`src/rtl/hilo_md_unit.sv`:
```
// hilo_md_unit: multi-cycle multiply/divide unit that owns the HI/LO registers.
// MULT/MULTU use shift-add and DIV/DIVU use a restoring divider. Both run one
// iteration per clock, and signs are fixed up in a final DONE cycle.
// The unit also serves MFHI/MFLO and MTHI/MTLO directly from IDLE.
//
// Issue handshake: an instruction is offered when md_i_ce=1 with an RTYPE
// opcode. It is taken on a rising edge only when md_o_stall=0, except for a
// MULT*/DIV* issued in IDLE, which is taken on that edge while md_o_stall is
// already high. Upstream must hold the issuing instruction while md_o_stall=1.
// Instructions offered while BUSY/DONE are dropped. md_o_done pulses for one
// cycle after HI/LO have been written.
module hilo_md_unit #(
    parameter int DWIDTH    = 32,
    parameter int CNT_WIDTH = 6
) (
    input  logic              md_clk,
    input  logic              md_rst,
    input  logic              md_i_ce,
    input  logic              md_i_flush,
    input  logic [5:0]        md_i_alu_op,
    input  logic [5:0]        md_i_alu_funct,
    input  logic [DWIDTH-1:0] md_i_data_rs,
    input  logic [DWIDTH-1:0] md_i_data_rt,
    output logic              md_o_stall,
    output logic              md_o_done,
    output logic [DWIDTH-1:0] md_o_value,
    output logic              md_o_valid,
    output logic [DWIDTH-1:0] md_o_hi,
    output logic [DWIDTH-1:0] md_o_lo
);

    localparam logic [5:0] OP_RTYPE = 6'h00;
    localparam logic [5:0] F_MFHI   = 6'h10;
    localparam logic [5:0] F_MTHI   = 6'h11;
    localparam logic [5:0] F_MFLO   = 6'h12;
    localparam logic [5:0] F_MTLO   = 6'h13;
    localparam logic [5:0] F_MULT   = 6'h18;
    localparam logic [5:0] F_MULTU  = 6'h19;
    localparam logic [5:0] F_DIV    = 6'h1A;
    localparam logic [5:0] F_DIVU   = 6'h1B;

    localparam logic [CNT_WIDTH-1:0] CNT_LAST = CNT_WIDTH'(DWIDTH - 1);

    typedef enum logic [1:0] {
        ST_IDLE = 2'd0,
        ST_BUSY = 2'd1,
        ST_DONE = 2'd2
    } state_t;

    state_t                  state_q;
    logic [CNT_WIDTH-1:0]    cnt_q;
    // Upper half: running product high / partial remainder.
    // Lower half: multiplier bits still to consume / quotient being built.
    logic [2*DWIDTH-1:0]     work_q;
    logic [DWIDTH-1:0]       b_mag_q;
    logic                    op_div_q;
    logic                    neg_main_q;   // negate product or quotient
    logic                    neg_rem_q;    // negate remainder (dividend sign)
    logic                    div_zero_q;
    logic [DWIDTH-1:0]       hi_q;
    logic [DWIDTH-1:0]       lo_q;
    logic                    done_q;

    // Instruction decode
    logic rtype;
    logic dec_mul, dec_div, dec_start, dec_signed;
    logic dec_mfhi, dec_mflo, dec_mthi, dec_mtlo;

    assign rtype      = md_i_ce && (md_i_alu_op == OP_RTYPE);
    assign dec_mul    = rtype && ((md_i_alu_funct == F_MULT) || (md_i_alu_funct == F_MULTU));
    assign dec_div    = rtype && ((md_i_alu_funct == F_DIV)  || (md_i_alu_funct == F_DIVU));
    assign dec_start  = dec_mul || dec_div;
    assign dec_signed = (md_i_alu_funct == F_MULT) || (md_i_alu_funct == F_DIV);
    assign dec_mfhi   = rtype && (md_i_alu_funct == F_MFHI);
    assign dec_mflo   = rtype && (md_i_alu_funct == F_MFLO);
    assign dec_mthi   = rtype && (md_i_alu_funct == F_MTHI);
    assign dec_mtlo   = rtype && (md_i_alu_funct == F_MTLO);

    // Operand magnitudes and sign flags captured at start
    logic              a_neg, b_neg;
    logic [DWIDTH-1:0] a_mag, b_mag;

    assign a_neg = dec_signed && md_i_data_rs[DWIDTH-1];
    assign b_neg = dec_signed && md_i_data_rt[DWIDTH-1];
    assign a_mag = a_neg ? (~md_i_data_rs + 1'b1) : md_i_data_rs;
    assign b_mag = b_neg ? (~md_i_data_rt + 1'b1) : md_i_data_rt;

    // One shift-add multiply step: add B into the high half when the current
    // multiplier LSB is set, then shift the whole pair right by one.
    logic [DWIDTH:0]     mul_sum;
    logic [2*DWIDTH-1:0] mul_next;

    assign mul_sum  = {1'b0, work_q[2*DWIDTH-1:DWIDTH]}
                    + {1'b0, (work_q[0] ? b_mag_q : {DWIDTH{1'b0}})};
    assign mul_next = {mul_sum, work_q[DWIDTH-1:1]};

    // One restoring divide step: shift the next dividend bit into the
    // remainder and keep the subtraction only if it did not borrow.
    logic [DWIDTH:0]     div_trial;
    logic [2*DWIDTH-1:0] div_next;

    assign div_trial = work_q[2*DWIDTH-1:DWIDTH-1] - {1'b0, b_mag_q};
    assign div_next  = div_trial[DWIDTH]
                     ? {work_q[2*DWIDTH-2:0], 1'b0}
                     : {div_trial[DWIDTH-1:0], work_q[DWIDTH-2:0], 1'b1};

    // Sign correction applied in DONE
    logic [2*DWIDTH-1:0] prod_fix;
    logic [DWIDTH-1:0]   quo_fix, rem_fix;

    assign prod_fix = neg_main_q ? (~work_q + 1'b1) : work_q;
    assign quo_fix  = div_zero_q ? {DWIDTH{1'b1}}
                    : (neg_main_q ? (~work_q[DWIDTH-1:0] + 1'b1) : work_q[DWIDTH-1:0]);
    assign rem_fix  = neg_rem_q ? (~work_q[2*DWIDTH-1:DWIDTH] + 1'b1)
                                : work_q[2*DWIDTH-1:DWIDTH];

    // Sequencer, HI/LO registers and the done pulse
    always_ff @(posedge md_clk or posedge md_rst) begin
        if (md_rst) begin
            state_q    <= ST_IDLE;
            cnt_q      <= '0;
            work_q     <= '0;
            b_mag_q    <= '0;
            op_div_q   <= 1'b0;
            neg_main_q <= 1'b0;
            neg_rem_q  <= 1'b0;
            div_zero_q <= 1'b0;
            hi_q       <= '0;
            lo_q       <= '0;
            done_q     <= 1'b0;
        end else begin
            done_q <= 1'b0;
            if (md_i_flush) begin
                state_q <= ST_IDLE;
                cnt_q   <= '0;
            end else begin
                case (state_q)
                    ST_IDLE: begin
                        if (dec_start) begin
                            work_q     <= {{DWIDTH{1'b0}}, a_mag};
                            b_mag_q    <= b_mag;
                            op_div_q   <= dec_div;
                            neg_main_q <= a_neg ^ b_neg;
                            neg_rem_q  <= a_neg;
                            div_zero_q <= dec_div && (md_i_data_rt == '0);
                            cnt_q      <= '0;
                            state_q    <= ST_BUSY;
                        end else if (dec_mthi) begin
                            hi_q <= md_i_data_rs;
                        end else if (dec_mtlo) begin
                            lo_q <= md_i_data_rs;
                        end
                    end
                    ST_BUSY: begin
                        work_q <= op_div_q ? div_next : mul_next;
                        cnt_q  <= cnt_q + 1'b1;
                        if (cnt_q == CNT_LAST) begin
                            state_q <= ST_DONE;
                        end
                    end
                    ST_DONE: begin
                        if (op_div_q) begin
                            hi_q <= rem_fix;
                            lo_q <= quo_fix;
                        end else begin
                            hi_q <= prod_fix[2*DWIDTH-1:DWIDTH];
                            lo_q <= prod_fix[DWIDTH-1:0];
                        end
                        done_q  <= 1'b1;
                        state_q <= ST_IDLE;
                    end
                    default: begin
                        state_q <= ST_IDLE;
                    end
                endcase
            end
        end
    end

    // Stall, move-from read port and register views
    always_comb begin
        md_o_stall = ((state_q == ST_IDLE) && dec_start)
                   || (state_q == ST_BUSY) || (state_q == ST_DONE);
        md_o_valid = 1'b0;
        md_o_value = '0;
        if (state_q == ST_IDLE) begin
            if (dec_mfhi) begin
                md_o_valid = 1'b1;
                md_o_value = hi_q;
            end else if (dec_mflo) begin
                md_o_valid = 1'b1;
                md_o_value = lo_q;
            end
        end
    end

    assign md_o_done = done_q;
    assign md_o_hi   = hi_q;
    assign md_o_lo   = lo_q;

endmodule

```
`config.mk`:
```
export PLATFORM = sky130hd
export DESIGN_NAME = hilo_md_unit
export DESIGN_NICKNAME = d
export VERILOG_FILES = /design/src/rtl/hilo_md_unit.sv
export SDC_FILE = /design/constraint.sdc
export NUM_CORES = 1
export LEC_CHECK = 0
export BUFFER_PORTS_ARGS = -buffer_cell sky130_fd_sc_hd__buf_4
export CAP_MARGIN = 20
export CORE_ASPECT_RATIO = 0.7
export CORE_MARGIN = 2
export CORE_UTILIZATION = 53
export DETAILED_ROUTE_END_ITERATION = 8
export GPL_TIMING_DRIVEN = 0
export PLACE_DENSITY = 0.74
export SLEW_MARGIN = 25
export SYNTH_ARGS = -nofsm -noshare
export SYNTH_HDL_FRONTEND = slang
export SYNTH_SLANG_ARGS = --single-unit
```
`constraint.sdc`:
```
create_clock -name md_clk -period 13.8 [get_ports md_clk]
set_input_delay 2.07 -clock md_clk [delete_from_list [all_inputs] [get_ports md_clk]]
set_output_delay 2.07 -clock md_clk [all_outputs]
set_load 0.02 [all_outputs]
```
* Yosys cells after proc, flatten, opt, wreduce, memory -nomap -nowiden
Index checks and enable logic that the tools add are counted.
W data, S select, Z words.
** Word-level totals
- Bits in registers :: 173
- Bits of input ports :: 80
- Output and inout port bits :: 99
- Logic and storage cells :: 108
** Cells by class
- $add $sub $neg :: 8
- Eq/ne operators :: 18
- Multiplexer cells :: 35
- Bitwise operators :: 7
- Reduce and logical (&&, ||, !) cells :: 29
** Operators with widths (count)
- $mux W32 :: 16
- $mux W64 :: 4
- $add A32 B1 Y32 const B :: 4
- $not A32 Y32 :: 4
- $pmux W32 S2 :: 2
- $pmux W64 S2 :: 1
- $add A64 B1 Y64 const B :: 1
- $not A64 Y64 :: 1
- $eq A6 B5 Y1 const B :: 9
- $add A32 B32 Y33 :: 1
- $sub A33 B32 Y33 :: 1
- $logic_not A32 Y1 :: 1
- $mux W6 :: 2
- $pmux W6 S2 :: 1
- $logic_and A1 B1 Y1 :: 11
- $ne A2 B2 Y1 const B :: 5
- $add A6 B1 Y6 const B :: 1
- $logic_not A6 Y1 :: 1
- $logic_or A1 B1 Y1 :: 6
- $mux W2 :: 3
- $ne A3 B3 Y1 const B :: 2
- $reduce_and A3 Y1 :: 2
- $mux W1 :: 5
- $reduce_and A5 Y1 :: 1
- other kinds (10) :: 12

* Depth between registers and ports, before layout
Gate-level depths: netlist of the first run.
- Depth in word-level cells :: 7
- Depth in mapped cells :: 14
- Mapped depth without buffers :: 13

* Worst setup path after synthesis of the first run
Ideal clock, no wire load.
- Path type :: input to output
- From :: in md_i_alu_op[1]
- To :: out md_o_value[10]
- Data arrival time :: 3.336 ns
- Data required time :: 11.730 ns
- Slack :: 8.394 ns
- Stages on the path :: 6
- Buffers on the path :: 1
- Cell sequence :: nor4b_1 nand3_1 nor2_1 nand2_1 buf_1 nor2_1
** Between the ends
- Longest elaborated chain between the ends :: 6
- Elaborated cells on any way between the ends :: 7
- Classes of those cells :: 3 x mux; 4 x reduce/logical
** Ends and longest elaborated chain
- start: declaration :: RTL line 20 : input logic [5:0] md_i_alu_op,
- $logic_not A6 Y1 * :: RTL line 69 : assign rtype = md_i_ce && (md_i_alu_op == OP_RTYPE);
- $logic_and A1 B1 Y1 * :: RTL line 69
- $logic_and A1 B1 Y1 :: RTL line 75 : assign dec_mflo = rtype && (md_i_alu_funct == F_MFLO);
- $mux W32 :: RTL line 190 : end else if (dec_mflo) begin
- $mux W32 * :: RTL line 187 : if (dec_mfhi) begin
- $mux W32 * :: RTL line 186 : if (state_q == ST_IDLE) begin
- end: declaration :: RTL line 26 : output logic [DWIDTH-1:0] md_o_value,
Every way passes the cells marked *; elsewhere a longest branch is shown, timed or not.

* Final worst setup path of the first run
- From :: in md_i_alu_funct[1]
- To :: out md_o_value[21]
** Between the ends
- Longest elaborated chain between the ends :: 5
- Elaborated cells on any way between the ends :: 7
- Classes of those cells :: 2 x eq/ne; 3 x mux; 2 x reduce/logical
** Ends and longest elaborated chain
- start: declaration :: RTL line 21 : input logic [5:0] md_i_alu_funct,
- $eq A6 B5 Y1 :: RTL line 75
- $logic_and A1 B1 Y1 :: RTL line 75
- $mux W32 :: RTL line 190
- $mux W32 * :: RTL line 187
- $mux W32 * :: RTL line 186
Marks and branches as above.

==> results_dict.tcl, run 1 <==
set metrics [dict create \
    drc 0 \
    reg2reg_depth 14 \
    r2r-end "work_q[62]" \
    r2r_start "work_q[0]" \
    cts_resized 0 \
    ys.flop_type "dfrtp_1" \
    crit_top_cell "clkbuf_1" \
    row_count 51 \
    p_leak_nw 7.427 \
    holdCritStartpoint "md_o_lo[26]" \
    synth_enable_flop_cells 0 \
    hold_violations 0 \
    vias 15870 \
    fmax_ghz 0.1608 \
    worst-endpoint-arrival_ps 4150 \
    synthCells 1914 \
    grt.total_usage_pct 38.27 \
    ant_nets 0 \
    via_per_inst 6.369 \
    seq_area_frac_synth_pct 29.28 \
    place_inst 2461 \
    nets 2260 \
    cts_setup_buffers 0 \
    synth_fp_nets 2065 \
    h-tree-depth 4 \
    ir_worst_vdd_uv 83.26 \
    rrSetupSlack_ps 9050 \
    core_mm2 0.02763 \
    slowest_stage "clkbuf_1" \
    mostFrequentLayoutCell "nand2_1" \
    antenna_found_initial 0 \
    hold_path_class "register to register" \
    tns_ps 0 \
    crit_chain "clkbuf_1 > clkbuf_1 > mux2i_1 > nor2_1 > buf_4" \
    min_to "md_o_lo[26]" \
    overflow 0 \
    cts_buffers 17 \
    clockRootBuffer "clkbuf_16" \
    skew_ps 13.70 \
    syn_area_per_cell_um2 7.725 \
    netlist_top_cells_area "dfrtp_1 (29%), o21ai_0 (7.1%), xnor2_1 (6.2%)" \
    start_util_pct 53.51 \
    path_clk_slew_ps 70 \
    post-route-min-period_ps 6218 \
    path_max_fanout 10 \
    final_cells 2492 \
    setup_viol 0 \
    finalCritPeriodShare_pct 45.06 \
    grt_start_max_net_pins 95 \
    slew_headroom_pct 33.11 \
    drv_slew 0 \
    syn_area_mm2 0.01479 \
    startpoint_type "input pin" \
    pwr_density_cell_mw_per_mm2 77.39 \
    cp-end-kind "output pin" \
    async_reset_ff_share_pct 100.0 \
    place.gp.congestion 0.9593 \
    max_stage_delay_ps 750 \
    io_pins 179 \
    ys_types 72 \
    syn_to_final_growth_pct 16.32 \
    yosysTopAreaCellShare_pct 29.28 \
    worst_slew_pin_slew_ps 990.7 \
    routedWlPerCell_um 22.47 \
    yosys_register_bits 173 \
    rsz0062_at_grt "false" \
    die_area_mm2 0.02927 \
    ctsHoldBuffers 0 \
    die_h_um 143.7 \
    critPathRequiredTime_ps 11730 \
    port_buffers 174 \
    hold_slack_ps 520.4 \
    maxCapViolCount 0 \
    fp.dieW_um 203.6 \
    stdcell_area_mm2 0.01720 \
    grt_pass1_wl_um 85230 \
    path_buf_inv 3 \
    dpl_cell_area_mm2 0.01661 \
    holdPathStages 1 \
    drtIter0Drc 1950 \
    cts.path.max_buffers 2 \
    cts_tree "built" \
    dp.final_hpwl_um 43560 \
    crit_family "buffers and inverters" \
    finalWirelength_um 55990 \
    num_antenna_cells 0 \
    drtPass1Iterations 6 \
    yosysWarnings 0 \
    final_cell_mix "nand2_1 (218), nor2_1 (210), o21ai_0 (209)" \
    status "complete, no violations" \
    grt_pass1_vias 14460 \
    drive_gt1_share_pct 11.22 \
    critPathKind "input pin to output pin" \
    synth_top_cell_by_area "dfrtp_1" \
    cts.sinks 173 \
    clk_latency_ps 460 \
]
==> stage by stage <==
stage	worst slack, ps	util, %	power [mW]
floorplan	7042	-	0.7270
global placement	4707	59.92	0.8154
detailed placement	7673	60.11	0.8207
CTS	7655	62.24	1.322
global route	7431	62.24	1.375
finish	7582	62.24	1.331
==> routing by layer <==
layer / track usage [%] / part of all wire, % / vias to the layer above
li1: - / - / 7227
met1: 58.78 / 46 / 7577
met2: 49.87 / 38 / 999
met3: 12.97 / 14 / 69
met4: 9.489 / 1.5 / 0
met5: 0 / 0 / -
==> worst reg2reg max path: stages, from the launching register on <==
cell	delay, ps
dfrtp_1	480
inv_1	280
clkbuf_1	460
nor2_1	110
ha_1	290
clkbuf_1	180
nand4_1	170
o22ai_1	100
a211o_1	310
o311ai_0	830
o21ai_0	510
a311oi_1	470
or4_1	180
a21oi_1	60
o31ai_1	210
==> synth_stat cells, types with 26 or more instances <==
master    number
nand3_1       26
nor3_1        39
clkbuf_1     105
nand2_1      218
xnor2_1      104
a21oi_1      147
mux2i_1       75
a21o_1        29
dfrtp_1      173
ha_1          69
inv_1         67
o31ai_1       34
nor2_1       210
xor2_1        60
o22ai_1       29
o21ai_0      209
==> report_power, final <==
group / switching (mW) / internal [mW]
logic: 0.169 / 0.109
clock network: 0.231 / 0.276
registers: 0.0244 / 0.521
==> area by class of cell <==
cell class / instances / area (um^2)
plain buffers: 126 / 490.5
clock buffers: 19 / 452.9
clock inverters: 12 / 137.6
fillers: 2542 / 10430
inverters: 67 / 259.0
multi-input cells: 1548 / 9726
flip-flops and latches: 173 / 4329
well taps: 371 / 464.2
repair buffers: 176 / 1339
==> how the worst max path moves through the flow <==
stage,cells after the start,start,slack [ps],end
global route,8,md_i_alu_op[1],7430,md_o_value[24]
detailed placement,5,md_i_alu_funct[1],7670,md_o_value[21]
CTS,5,md_i_alu_funct[1],7650,md_o_value[21]
global placement,2,md_rst,4710,work_q[23]
floorplan,1,md_rst,7040,b_mag_q[0]
finish,5,md_i_alu_funct[1],7580,md_o_value[21]
==> sequential cells by signal, indices dropped and copies added, names as in the netlist <==
name / flops
op_div_q: 1
neg_rem_q: 1
b_mag_q: 32
state_q: 2
md_o_lo: 32
div_zero_q: 1
neg_main_q: 1
work_q: 64
cnt_q: 6
md_o_done: 1
md_o_hi: 32
==> cell families after synthesis <==
kind of cell    after synthesis  share of synthesized area (%)
flops                       173                          29.28
buf+inv                     193                          5.018
compound gates              593                          24.44
fa+ha+maj                    71                          6.110
xor+xnor                    164                          9.715
mux                          79                          5.382
simple gates                641                          20.06
Note: power is estimated with default switching activity, not from simulation.
==> inputs of run 2 (changes only) <==
- PLACE_DENSITY: 0.74 -> 0.77
- clock period: 13.8 -> 5.2 ns (I/O delays scaled with it)
==> run 2 against run 1 <==
Wire length fell by 1.3%. Sequential share of layout area fell by 0.17 points. First-iteration DRC count rose by 9.5%. Clock-buffer cell count fell by 2. Via count rose by 0.64%. Cell count rose by 0.24%. Design area rose by 0.66%. Non-clock buffer count rose by 5. Combinational power rose to 2.7 times the previous value. Clock skew fell by 3.3 ps. Sequential power rose to 2.7 times the previous value. Critical path depth rose by 9. Largest cell class unchanged. Largest power group unchanged.
==> results_dict.tcl, run 2 (synthesis results as in run 1) <==
set metrics [dict create \
    ir_worst_vdd_uv 222.2 \
    worst_slew_pin_slew_ps 1090 \
    antenna_found_initial 0 \
    critPathRequiredTime_ps 5580 \
    finalWirelength_um 55250 \
    skew_ps 10.44 \
    place.gp.congestion 0.9994 \
    final_cell_mix "nand2_1 (218), nor2_1 (210), o21ai_0 (209)" \
    startpoint_type "register" \
    tns_ps 0 \
    io_pins 179 \
    cts.sinks 173 \
    final_cells 2498 \
    h-tree-depth 4 \
    num_antenna_cells 0 \
    nets 2265 \
    reg2reg_depth 14 \
    syn_to_final_growth_pct 17.09 \
    maxCapViolCount 0 \
    status "complete, no violations" \
    hold_violations 0 \
    drtPass1Iterations 8 \
    die_area_mm2 0.02927 \
    drtIter0Drc 2136 \
    fillers 2495 \
    dp.final_hpwl_um 43440 \
    hold_slack_ps 249.2 \
    fmax_ghz 0.2091 \
    grt_start_max_net_pins 32 \
    ant_nets 0 \
    start_util_pct 53.51 \
    largest-register "work_q" \
    clk_latency_ps 470 \
    p_leak_nw 7.482 \
    cts_tree "built" \
    core_mm2 0.02763 \
    grt_pass1_wl_um 85130 \
    die_h_um 143.7 \
    place_inst 2466 \
    cts_resized 0 \
    finalCritPeriodShare_pct 91.96 \
    cts.path.max_buffers 2 \
    drv_slew 0 \
    rrSetupSlack_ps 420 \
    grt_pass1_vias 14590 \
    overflow 0 \
    r2r-end "work_q[62]" \
    grt.total_usage_pct 38.08 \
    row_count 51 \
    worst-endpoint-arrival_ps 5160 \
    cts_setup_buffers 0 \
    vias 15970 \
    routedWlPerCell_um 22.12 \
    slew_headroom_pct 26.44 \
    largest_reg_flops 64 \
    pwr_density_cell_mw_per_mm2 206.1 \
    via_per_inst 6.395 \
    r2r_start "work_q[0]" \
    post-route-min-period_ps 4782 \
    mostFrequentLayoutCell "nand2_1" \
    layout_setup_ws_ps 418.2 \
    path_max_fanout 10 \
    clockRootBuffer "clkbuf_16" \
    fp.dieW_um 203.6 \
    port_buffers 174 \
    setup_viol 0 \
    dp_slack_ps 728.8 \
    cts_buffers 17 \
    path_clk_slew_ps 70 \
    critPathKind "register to register" \
    drc 0 \
    ctsHoldBuffers 0 \
    hold_path_class "input pin to async pin" \
    rsz0062_at_grt "false" \
    drive_gt1_share_pct 11.47 \
    cp-end-kind "register" \
]
[run 2: cell count changes in the layout (fill, tap and decap cells not counted)]
cell        delta
buf_12         +5
clkbuf_8       -2
inv_6          +2
clkinv_2       -1
clkinv_4       +1
clkinv_8       +1
clkinvlp_4     -1
inv_8          +1
[run 2: worst max-delay path by stage]
stage | cells after the start | end | startpoint
2_1_floorplan | 12 | md_o_hi[26] | work_q[0]
3_3_place_gp | 14 | work_q[62] | work_q[0]
3_5_place_dp | 14 | work_q[62] | work_q[0]
4_1_cts | 14 | work_q[62] | work_q[0]
5_1_grt | 14 | work_q[62] | work_q[0]
6_report | 14 | work_q[62] | work_q[0]
[run 2: per-stage QoR]
stage / power [mW] / util, % / instance area [um^2]
detailed placement: 2.182 / 60.45 / 16700
global placement: 2.160 / 59.93 / 16560
floorplan: 1.930 / - / 14790
global route: 3.702 / 62.65 / 17310
CTS: 3.545 / 62.65 / 17310
finish: 3.568 / 62.65 / 17310
[run 2: layer usage]
layer  GRT usage, %  up-vias  wire [um]
li1               -     7242          -
met1          58.43     7637      25520
met2          50.61     1005      21410
met3          12.11       90       7475
met4          9.028        0        845
met5              0        -          0
[run 2: layout make-up]
| type | count | area [um^2] | share of cell area, % |
|---|---|---|---|
| clock buffer | 17 | 425.4 | 2.457 |
| clock inverter | 15 | 182.7 | 1.055 |
| inverter | 67 | 255.2 | 1.474 |
| timing repair buffer | 181 | 1439 | 8.312 |
| multi-input combinational | 1548 | 9726 | 56.18 |
| buffer | 126 | 490.5 | 2.833 |
| sequential | 173 | 4329 | 25.01 |
| tap | 371 | 464.2 | 2.681 |
[run 2: critical path, stage by stage (launching register included)]
cell and delay (ps):
dfrtp_1 480, inv_1 270, clkbuf_1 420, nor2_1 110, ha_1 290, clkbuf_1 190, nand4_1 170, o22ai_1 90
a211o_1 310, o311ai_0 900, o21ai_0 530, a311oi_1 450, or4_1 180, a21oi_1 80, o31ai_1 220
[run 2: power by group]
part / internal, mW / leakage [nW] / switching, mW / total (mW)
sequential: 1.38 / 2.37 / 0.0660 / 1.45
clock: 0.726 / 0.288 / 0.655 / 1.38
combinational: 0.296 / 4.82 / 0.443 / 0.739
==> inputs of run 3 (changes only) <==
- RECOVER_POWER: not set -> 25
==> run 3 against run 2 <==
The run now ends with capacitance limit, slew limit left. Sequential power hardly changed. Maximum frequency is 0.34% lower. Critical endpoint unchanged. Largest power group unchanged. Worst setup slack worse by 16 ps.
==> results_dict.tcl, run 3 (synthesis results as in run 1) <==
set metrics [dict create \
    slowest_stage "o311ai_0" \
    cts.sinks 173 \
    grt_pass1_wl_um 85130 \
    fmax_ghz 0.2084 \
    path_max_fanout 10 \
    fp.dieW_um 203.6 \
    syn_to_final_growth_pct 16.47 \
    skew_ps 10.03 \
    clockRootBuffer "clkbuf_16" \
    drv_slew 120 \
    largest-register "work_q" \
    dp.final_hpwl_um 43440 \
    status "complete, but fails checks" \
    start_util_pct 53.51 \
    rsz0062_at_grt "false" \
    power_switching_mw 1.167 \
    setup_viol 0 \
    h-tree-depth 4 \
    drtPass1Iterations 8 \
    layout_setup_ws_ps 401.9 \
    fillers 2509 \
    pwr_density_cell_mw_per_mm2 206.9 \
    worst-endpoint-arrival_ps 5180 \
    post-route-min-period_ps 4798 \
    multiInputGateArea_mm2 0.009726 \
    hold_slack_ps 233.1 \
    ant_nets 0 \
    hold_violations 0 \
    die_area_mm2 0.02927 \
    reg2reg_depth 14 \
    final_cell_mix "nand2_1 (218), nor2_1 (210), o21ai_0 (209)" \
    drc 0 \
    place_inst 2466 \
    routedWlPerCell_um 22.13 \
    nets 2265 \
    grt.total_usage_pct 38.08 \
    hold_path_class "input pin to async pin" \
    finalCritPeriodShare_pct 92.27 \
    slew_headroom_pct -19.04 \
    cts_setup_buffers 0 \
    internal_power_mw 2.396 \
    crit_top_cell "clkbuf_1" \
    drtIter0Drc 2091 \
    critPathKind "register to register" \
    antenna_found_initial 0 \
    seqPwrFrac_pct 40.7 \
    worst_slew_pin_slew_ps 1786 \
    grt_start_max_net_pins 32 \
    top_layer "met4" \
    violations "capacitance limit, slew limit" \
    ctsHoldBuffers 0 \
    switching_share_pct 32.75 \
    r2r_start "work_q[0]" \
    grt_pass1_vias 14590 \
    mostFrequentLayoutCell "nand2_1" \
    num_antenna_cells 0 \
    place.gp.congestion 0.9994 \
    cts_tree "built" \
    maxCapViolCount 4 \
    critPathRequiredTime_ps 5580 \
    clockPowerShare_pct 38.9 \
    rrSetupSlack_ps 400 \
    max_stage_delay_ps 930 \
    wl_met2_um 21390 \
    p_comb_share_pct 20.5 \
    via_per_inst 6.384 \
    ir_worst_vdd_uv 223.5 \
    cts.path.max_buffers 2 \
    die_h_um 143.7 \
    cts_buffers 17 \
    drive_gt1_share_pct 11.24 \
    core_mm2 0.02763 \
    clk_latency_ps 470 \
    dp_slack_ps 728.8 \
    port_buffers 174 \
    row_count 51 \
    cp-end-kind "register" \
    regArea_mm2 0.004329 \
    finalWirelength_um 55280 \
    vias 15950 \
    largest_reg_flops 64 \
    p_leak_nw 7.437 \
    overflow 0 \
    r2r-end "work_q[62]" \
    stdcell_area_mm2 0.01722 \
    crit_chain "inv_1 > clkbuf_1 > nor2_1 > ha_1 > clkbuf_1 > nand4_1 > o22ai_1 > a211o_1 > o311ai_0 > o21ai_0 > a311oi_1 > or4_1 > a21oi_1 > o31ai_1" \
    route.met3.wl_um 7796 \
    cts_resized 0 \
    final_cells 2498 \
    io_pins 179 \
    startpoint_type "register" \
    dpl_cell_area_mm2 0.01670 \
    tns_ps 0 \
    m1WireLength_um 25210 \
    path_clk_slew_ps 70 \
]
[run 3: changes by cell type in the layout (fill, tap and decap cells not counted)]
cell,change
buf_12,-4
buf_16,-1
buf_4,-1
clkbuf_1,+5
clkbuf_4,+1
clkinvlp_2,+1
clkinvlp_4,-1
[run 3: power by group through the flow]
stage               sequential, mW  combinational (mW)  clock (mW)
global route                  1.45               0.794        1.45
finish                        1.45               0.729        1.39
floorplan                     1.45               0.481           0
detailed placement            1.47               0.712           0
global placement              1.47               0.690           0
CTS                           1.44               0.717        1.38
[run 3: worst max-delay path by stage]
stage / end / cells after the start / from
floorplan: md_o_hi[26] / 12 / work_q[0]
global placement: work_q[62] / 14 / work_q[0]
detailed placement: work_q[62] / 14 / work_q[0]
CTS: work_q[62] / 14 / work_q[0]
global route: work_q[62] / 14 / work_q[0]
finish: work_q[62] / 14 / work_q[0]
[run 3: stage by stage]
step / total power, mW / utilization, %
finish: 3.563 / 62.32
CTS: 3.545 / 62.65
global placement: 2.160 / 59.93
floorplan: 1.930 / -
global route: 3.693 / 62.32
detailed placement: 2.182 / 60.45
[run 3: layout make-up]
class | count | area share, %
Buffer | 126 | 2.848
Clock buffer | 17 | 2.470
Clock inverter | 15 | 1.061
Inverter | 67 | 1.468
Multi-Input combinational cell | 1548 | 56.48
Sequential cell | 173 | 25.14
Tap cell | 371 | 2.696
Timing Repair Buffer | 181 | 7.840
[run 3: routing by layer]
layer	up-vias	global-route usage (%)
met5	-	0
met4	0	9.028
met3	81	12.11
met2	1069	50.61
met1	7557	58.43
li1	7239	-
[run 3: critical path: cells and delay by family, from the launching register on]
kind,cells,cell delay [ps]
compound gates,7,2590
buf+inv,3,870
flops,1,490
fa+ha+maj,1,290
simple gates,3,460
